===== config.mk =====
export PLATFORM = sky130hd
export DESIGN_NAME = apb_id_regfile
export DESIGN_NICKNAME = d
export VERILOG_FILES = /design/src/rtl/apb_id_regfile.sv
export SDC_FILE = /design/constraint.sdc
export NUM_CORES = 1
export LEC_CHECK = 0
export ABC_CLOCK_PERIOD_IN_PS = 2120
export CAP_MARGIN = 20
export CORE_MARGIN = 2
export CORE_UTILIZATION = 47
export CTS_CLUSTER_SIZE = 20
export DETAILED_ROUTE_END_ITERATION = 6
export PLACE_DENSITY_LB_ADDON = 0.2
export SYNTH_ARGS = -nofsm -noshare
export SYNTH_HDL_FRONTEND = slang
export SYNTH_SLANG_ARGS = --single-unit

===== constraint.sdc =====
create_clock -name PCLK -period 2.12 [get_ports PCLK]
set_input_delay 0.318 -clock PCLK [delete_from_list [all_inputs] [get_ports PCLK]]
set_output_delay 0.318 -clock PCLK [all_outputs]
set_load 0.01 [all_outputs]

===== src/rtl/apb_id_regfile.sv =====
// APB slave exposing constant ID words, a read/write SCRATCH word and a
// self-counting RDCOUNT word, with a configurable number of wait states.
module apb_id_regfile #(
    parameter int                         DATA_W      = 16,
    parameter int                         NUM_ID      = 4,
    parameter logic [NUM_ID*DATA_W-1:0]   ID_INIT     = {16'h0000, 16'h0002, 16'h0001, 16'hA2F5},
    parameter int                         WAIT_STATES = 0,
    parameter int                         ADDR_W      = 8
) (
    input  logic              PCLK,
    input  logic              PRESET,
    input  logic              PSEL,
    input  logic              PENABLE,
    input  logic              PWRITE,
    input  logic [ADDR_W-1:0] PADDR,
    input  logic [DATA_W-1:0] PWDATA,
    output logic [DATA_W-1:0] PRDATA,
    output logic              PREADY,
    output logic              PSLVERR
);

    localparam int                IDX_W   = ADDR_W - 2;
    localparam logic [IDX_W-1:0]  SCR_IDX = IDX_W'(NUM_ID);
    localparam logic [IDX_W-1:0]  RDC_IDX = IDX_W'(NUM_ID + 1);

    typedef enum logic {S_IDLE, S_ACCESS} state_t;

    state_t            r_state;
    logic [2:0]        r_cnt;
    logic              r_write;
    logic              r_err;
    logic [DATA_W-1:0] r_scratch;
    logic [DATA_W-1:0] r_rdcount;

    logic [IDX_W-1:0]  w_idx;
    logic              w_misal;
    logic              w_is_id;
    logic              w_is_scr;
    logic              w_is_rdc;
    logic              w_err;
    logic [DATA_W-1:0] w_id_word;
    logic [DATA_W-1:0] w_rdata;

    assign w_idx    = PADDR[ADDR_W-1:2];
    assign w_misal  = |PADDR[1:0];
    assign w_is_id  = !w_misal && (w_idx < SCR_IDX);
    assign w_is_scr = !w_misal && (w_idx == SCR_IDX);
    assign w_is_rdc = !w_misal && (w_idx == RDC_IDX);
    // Only SCRATCH accepts writes; reads succeed on any mapped, aligned word.
    assign w_err    = PWRITE ? !w_is_scr : !(w_is_id || w_is_scr || w_is_rdc);

    always_comb begin
        w_id_word = '0;
        for (int k = 0; k < NUM_ID; k++) begin
            if (w_idx == IDX_W'(k)) begin
                w_id_word = ID_INIT[k*DATA_W +: DATA_W];
            end
        end
    end

    always_comb begin
        w_rdata = '0;
        if (w_is_id) begin
            w_rdata = w_id_word;
        end else if (w_is_scr) begin
            w_rdata = r_scratch;
        end else if (w_is_rdc) begin
            w_rdata = r_rdcount;
        end
    end

    assign PREADY  = (r_state == S_ACCESS) && (r_cnt == 3'd0);
    assign PSLVERR = PREADY && r_err;

    always_ff @(posedge PCLK) begin
        if (PRESET) begin
            r_state   <= S_IDLE;
            r_cnt     <= 3'd0;
            r_write   <= 1'b0;
            r_err     <= 1'b0;
            PRDATA    <= '0;
            r_scratch <= '0;
            r_rdcount <= '0;
        end else begin
            case (r_state)
                S_IDLE: begin
                    if (PSEL && !PENABLE) begin
                        r_state <= S_ACCESS;
                        r_cnt   <= 3'(WAIT_STATES);
                        r_write <= PWRITE;
                        r_err   <= w_err;
                        PRDATA  <= PWRITE ? '0 : w_rdata;
                    end
                end
                S_ACCESS: begin
                    if (!PSEL) begin
                        r_state <= S_IDLE;
                    end else if (PENABLE && PREADY) begin
                        r_state <= S_IDLE;
                        if (!r_err) begin
                            if (r_write) begin
                                r_scratch <= PWDATA;
                            end else begin
                                r_rdcount <= r_rdcount + DATA_W'(1);
                            end
                        end
                    end else if (r_cnt != 3'd0) begin
                        r_cnt <= r_cnt - 3'd1;
                    end
                end
                default: r_state <= S_IDLE;
            endcase
        end
    end

endmodule

Word-level counts from Yosys, hierarchy flattened
Cells that the tools add are included.
{"block": "word_totals", "register_bits": 54, "inputBits": 29, "out_inout_bits": 18}
{"block": "classes", "n_addsub": 2, "n_lt_le_gt_ge": 1, "eq_ne": 9, "muxes": 18, "bitwise": 3, "n_reduce_logical": 21}
{"cell": "$mux W16", "count": 8}
{"cell": "$add A16 B1 Y16 const B", "count": 1}
{"cell": "$eq A6 B2 Y1 const B", "count": 2}
{"cell": "$eq A6 B3 Y1 const B", "count": 2}
{"cell": "$mux W3", "count": 4}
{"cell": "$reduce_and A5 Y1", "count": 2}
{"cell": "$logic_and A1 B1 Y1", "count": 7}
{"cell": "$eq A6 B1 Y1 const B", "count": 1}
{"cell": "$logic_not A6 Y1", "count": 1}
{"cell": "$lt A6 B3 Y1 const B", "count": 1}
{"cell": "$ne A2 B2 Y1 const B", "count": 3}
{"cell": "$pmux W3 S2", "count": 1}
{"cell": "$logic_not A1 Y1", "count": 4}
{"cell": "$mux W1", "count": 4}
{"cell": "$reduce_and A4 Y1", "count": 1}
{"cell": "$logic_not A3 Y1", "count": 1}
{"cell": "$not A1 Y1", "count": 3}
{"cell": "$reduce_bool A3 Y1", "count": 1}
{"cell": "$sub A3 B1 Y3 const B", "count": 1}
{"cell": "$logic_or A1 B1 Y1", "count": 2}
{"cell": "$ne A2 B1 Y1 const B", "count": 1}
{"cell": "$pmux W1 S2", "count": 1}
{"cell": "$reduce_and A2 Y1", "count": 1}
{"cell": "$reduce_or A2 Y1", "count": 1}

Logic depth before layout (Yosys ltp)
{"block": "depth", "depth_word": 7, "ltp_mapped": 9, "depth_no_buf": 7}

Worst setup path after synthesis
Ideal clock, no wire load.
{"block": "synth_path", "kind": "flip-flop to flip-flop", "from": "reg r_cnt[0]", "to": "reg r_rdcount[15]", "setup_time_ps": 70, "t_arrival_ps": 1947, "slack_ps": 102, "path_stages_with_launch": 8, "path_buffers": 0, "period_less_slack_ps": 2018, "path_cell_list": "dfxtp_1 inv_1 ha_1 ha_1 nand3b_1 or4_4 or3_1 a21oi_1"}
{"block": "synth_via", "elab_chain_len": 4}
{"item": "start, declared", "line_no": "29", "rtl": "logic [2:0] r_cnt;"}
{"item": "start signal, assigned", "line_no": "89", "rtl": "r_cnt <= 3'(WAIT_STATES);"}
{"item": "start signal, assigned", "line_no": "108", "rtl": "r_cnt <= r_cnt - 3'd1;"}
{"item": "$logic_not A3 Y1", "line_no": "72", "rtl": "assign PREADY = (r_state == S_ACCESS) && (r_cnt == 3'd0);"}
{"item": "$logic_and A1 B1 Y1", "line_no": "72"}
{"item": "$logic_and A1 B1 Y1", "line_no": "98", "rtl": "end else if (PENABLE && PREADY) begin"}
{"item": "$reduce_and A5 Y1 (no line)"}
{"item": "end signal, assigned", "line_no": "104", "rtl": "r_rdcount <= r_rdcount + DATA_W'(1);"}
{"item": "end, declared", "line_no": "33", "rtl": "logic [DATA_W-1:0] r_rdcount;"}
Every way passes these cells.
A chain may end at the register's enable or synchronous reset.

Worst setup path after layout
Same ends and word-level chain as after synthesis.

==> key figures <==
Run status
  – Outcome: finished, final reports clean

Min path
  – Min-Delay Path Class: flip-flop to flip-flop
  – HP Start: PRDATA[10]
  – Hold path depth: 2
  – Worst Hold End: PRDATA[10]

Placed design
  – Cell Area, Placed: ~3200 µm²
  – GPL Wtd Cong: between 0.8 and 0.9
  – Dpl hpwl: approximately 4.6 mm
  – Port bufs: 46
  – DP Cell Count: about 430

Pwr
  – Logic pwr share: 8.5%
  – Sequential power share: between 50 and 60%
  – Leakage: ~0.0011 µW
  – Clk pwr share: 41.3%
  – Switching part of the total: between 20% and 30%
  – Psw: ~420 µW
  – Peak supply drop: approximately 0.00040 V
  – P_int: approximately 1600 µW
  – Pwr/cell area: roughly 600 nW/µm²

Clock network
  – CTS Buf Count: 5
  – Post-CTS Setup Bufs: 0
  – Clock transition at path regs: roughly 0.10 ns
  – Clock sinks: 54
  – CTS H-tree depth: 2
  – Clock Latency Late Sink: roughly 0.30 ns
  – Clock buffer depth: 2
  – CTS tree: done
  – CTS root buffer: clkbuf_8

Global routing
  – Total global routing track utilization: 22.2%
  – First-pass GRT wire length: about 11 mm
  – Largest net degree at the start of global routing: 28
  – Antenna violations before repair: 0
  – Total gr overflow: 0
  – Vias in the first global route: about 2200

Floorplan
  – Die ar.: ~6000 µm²
  – Row Count: 26
  – I/O pin count: 47
  – Core area: just over 5000 µm²
  – Die height: approximately 77 µm
  – Die width: 77.4 µm
  – Initial core utilization: 49.3%

Setup path
  – Setup CP Type: flip-flop to flip-flop
  – FF-to-FF Start: r_cnt[0]
  – Reg2Reg Setup Slack: 0.15 ns
  – Startpoint types: flip-flop
  – Max FO, Critical Path: 7
  – Worst Setup End Kind: flip-flop
  – FF-to-FF End: r_rdcount[15]
  – Crit path arrival time: about 2.2 ns
  – FF-to-FF path depth: 7
  – Required time of the critical path: 2.36 ns

Drt
  – DR vias: 2408
  – Iteration-0 DRC Markers: approximately 140
  – Initial DRT Pass Iterations: 4
  – Routed vias/inst: 5.52
  – Avg WL per Cell: ~15 µm
  – Residual DRC: 0
  – Post-route ant nets: 0
  – Routed WL: around 6.4 mm

Synth
  – Syn Area/Cell: between 8 and 9 µm²
  – Synth Flop Type: dfxtp_1
  – Synth cell types: 48
  – Sequential fraction of the synthesis area: between 40% and 50%
  – Post-Synthesis Cells: slightly above 300
  – Syn Nets: ~340
  – Syn. warnings: 0
  – Async SR Flop Fraction: 0%
  – EDFF count, synth: 0
  – Mapped cell area: 2530 µm²
  – Yosys reg bits: 54

Timing
  – Worst slew margin: a little over two thirds
  – Max-slew violation count: 0
  – Final Critical Period: 1.97 ns
  – TNS Setup: 0 ns
  – Clock skew: 0.00564 ns
  – Final hold violation count: 0
  – Final setup viols: 0
  – RSZ-0062 raised after global routing: no
  – FMAX: between 500 and 600 MHz
  – Worst-Margin Slew: 0.442 ns
  – Final Cycle Share: 93.1%

Finish
  – Number of diodes: 0
  – FF/Latch Area: 1080 µm²
  – Final non-filler cell area: between 3000 and 4000 µm²
  – Filler cell count: approximately 480
  – Layout cells sized above 1: a little over an eighth
  – Final std cells w/o fill: ~440
  – Syn-to-layout area delta: 33.7%
  – Nets: slightly below 400
  – Most common cell after layout, fill and taps aside: nand2_1
  – Multi-input gate area in the final layout: around 1400 µm²
  – Most frequent cells in the layout: 65 x nand2_1, 54 x dfxtp_1, 44 x clkdlybuf4s50_1, 33 x a21oi_1, 21 x buf_4

Run
  – Max_cap viols: 0
critical path, stage by stage, from the launching register on:
cell      delay, ns
dfxtp_1        0.34
inv_1          0.08
ha_2           0.19
ha_4           0.17
nand3b_1       0.10
or4_4          0.54
or3_1          0.36
a21oi_1        0.13
timing repair:
| item | 4_1_cts | 5_1_grt |
|---|---|---|
| setup endpoints to repair | 2 | 2 |
| hold buffers | 0 | 0 |
| resized for setup | 3 | 3 |
cells in the mapped netlist, types with 2 or more instances:
cell | instances | area [µm²]
nand2_1 | 66 | 248
dfxtp_1 | 54 | 1080
a21oi_1 | 33 | 165
nor2_1 | 16 | 60.1
a221oi_1 | 11 | 96.3
inv_1 | 10 | 37.5
clkbuf_1 | 9 | 33.8
o21ai_0 | 9 | 45.0
or3_1 | 9 | 56.3
a22oi_1 | 7 | 52.6
o21ai_1 | 7 | 35.0
xnor2_1 | 7 | 61.3
nand3_1 | 6 | 30.0
nand4_1 | 4 | 25.0
nor3_1 | 4 | 20.0
nor4_1 | 4 | 25.0
a221oi_2 | 3 | 45.0
and4_1 | 3 | 26.3
buf_2 | 3 | 15.0
ha_1 | 3 | 37.5
nor3b_1 | 3 | 22.5
a311oi_1 | 2 | 17.5
buf_6 | 2 | 22.5
mux2i_1 | 2 | 20.0
nand4b_1 | 2 | 17.5
nor3_2 | 2 | 20.0
or4_1 | 2 | 15.0
worst max path at each step:
stage | from | to | slack, ns | depth (start not counted)
finish | r_cnt[0] | r_rdcount[15] | 0.15 | 7
global route | r_cnt[0] | r_rdcount[15] | 0.03 | 7
CTS | r_cnt[0] | PSLVERR | 0.008 | 5
detailed placement | PSEL | PRDATA[14] | -0.10 | 4
global placement | PSEL | PRDATA[10] | -0.04 | 4
floorplan | r_cnt[0] | r_rdcount[15] | 0.10 | 7
through the flow:
stage                     hold slack [ns]  total power, µW  worst slack (ns)  utilization (%)
final                               0.455             2030             0.146             65.9
after global routing                0.486             2100            0.0292             65.9
after CTS                           0.458             2040           0.00844             65.7
after detailed placement            0.444             1220            -0.102             62.7
after global placement              0.440             1210           -0.0435             62.7
after floorplan                     0.432             1120             0.102                -
per-layer routing:
layer | share of wire [%] | wire, µm | vias to the layer above | track usage, %
li1 | - | - | 1212 | -
met1 | 44 | 2840 | 1125 | 29.9
met2 | 49 | 3140 | 62 | 36.7
met3 | 5.1 | 327 | 9 | 3.95
met4 | 1.5 | 93 | 0 | 5.71
met5 | 0 | 0 | - | 0
flip-flops by register name (all words and copies together) (netlist names):
signal     cells
PRDATA        16
r_rdcount     16
r_scratch     16
r_cnt          3
r_err          1
r_state        1
r_write        1
final cells by class:
| class | count | share of cell area [%] |
|---|---|---|
| inverters | 10 | 1.11 |
| clock buffers | 6 | 2.44 |
| well taps | 70 | 2.59 |
| multi-input cells | 224 | 40.0 |
| flip-flops and latches | 54 | 31.9 |
| clock inverters | 2 | 1.77 |
| repair buffers | 70 | 20.2 |
power groups by stage:
stage / Sequential (µW) / Combinational (µW) / Clock, µW
after floorplan: 1040 / 70.9 / 0
after global placement: 1050 / 166 / 0
after detailed placement: 1050 / 169 / 0
after CTS: 1020 / 172 / 848
after global routing: 1020 / 187 / 891
final: 1020 / 172 / 839
kinds of logic (layout without fill, tap and decap cells):
kind of cell,after synthesis,after routing,synth area share (%)
buffers and inverters,26,88,4.74
AND/OR/NAND/NOR,135,135,27.5
AO/OA/AOI/OAI,76,76,20.1
multiplexers,2,2,0.790
flip-flops,54,54,42.7
adder cells (fa/ha/maj),3,3,1.48
XOR/XNOR,8,8,2.77
Power figures use the tool's default switching activity.
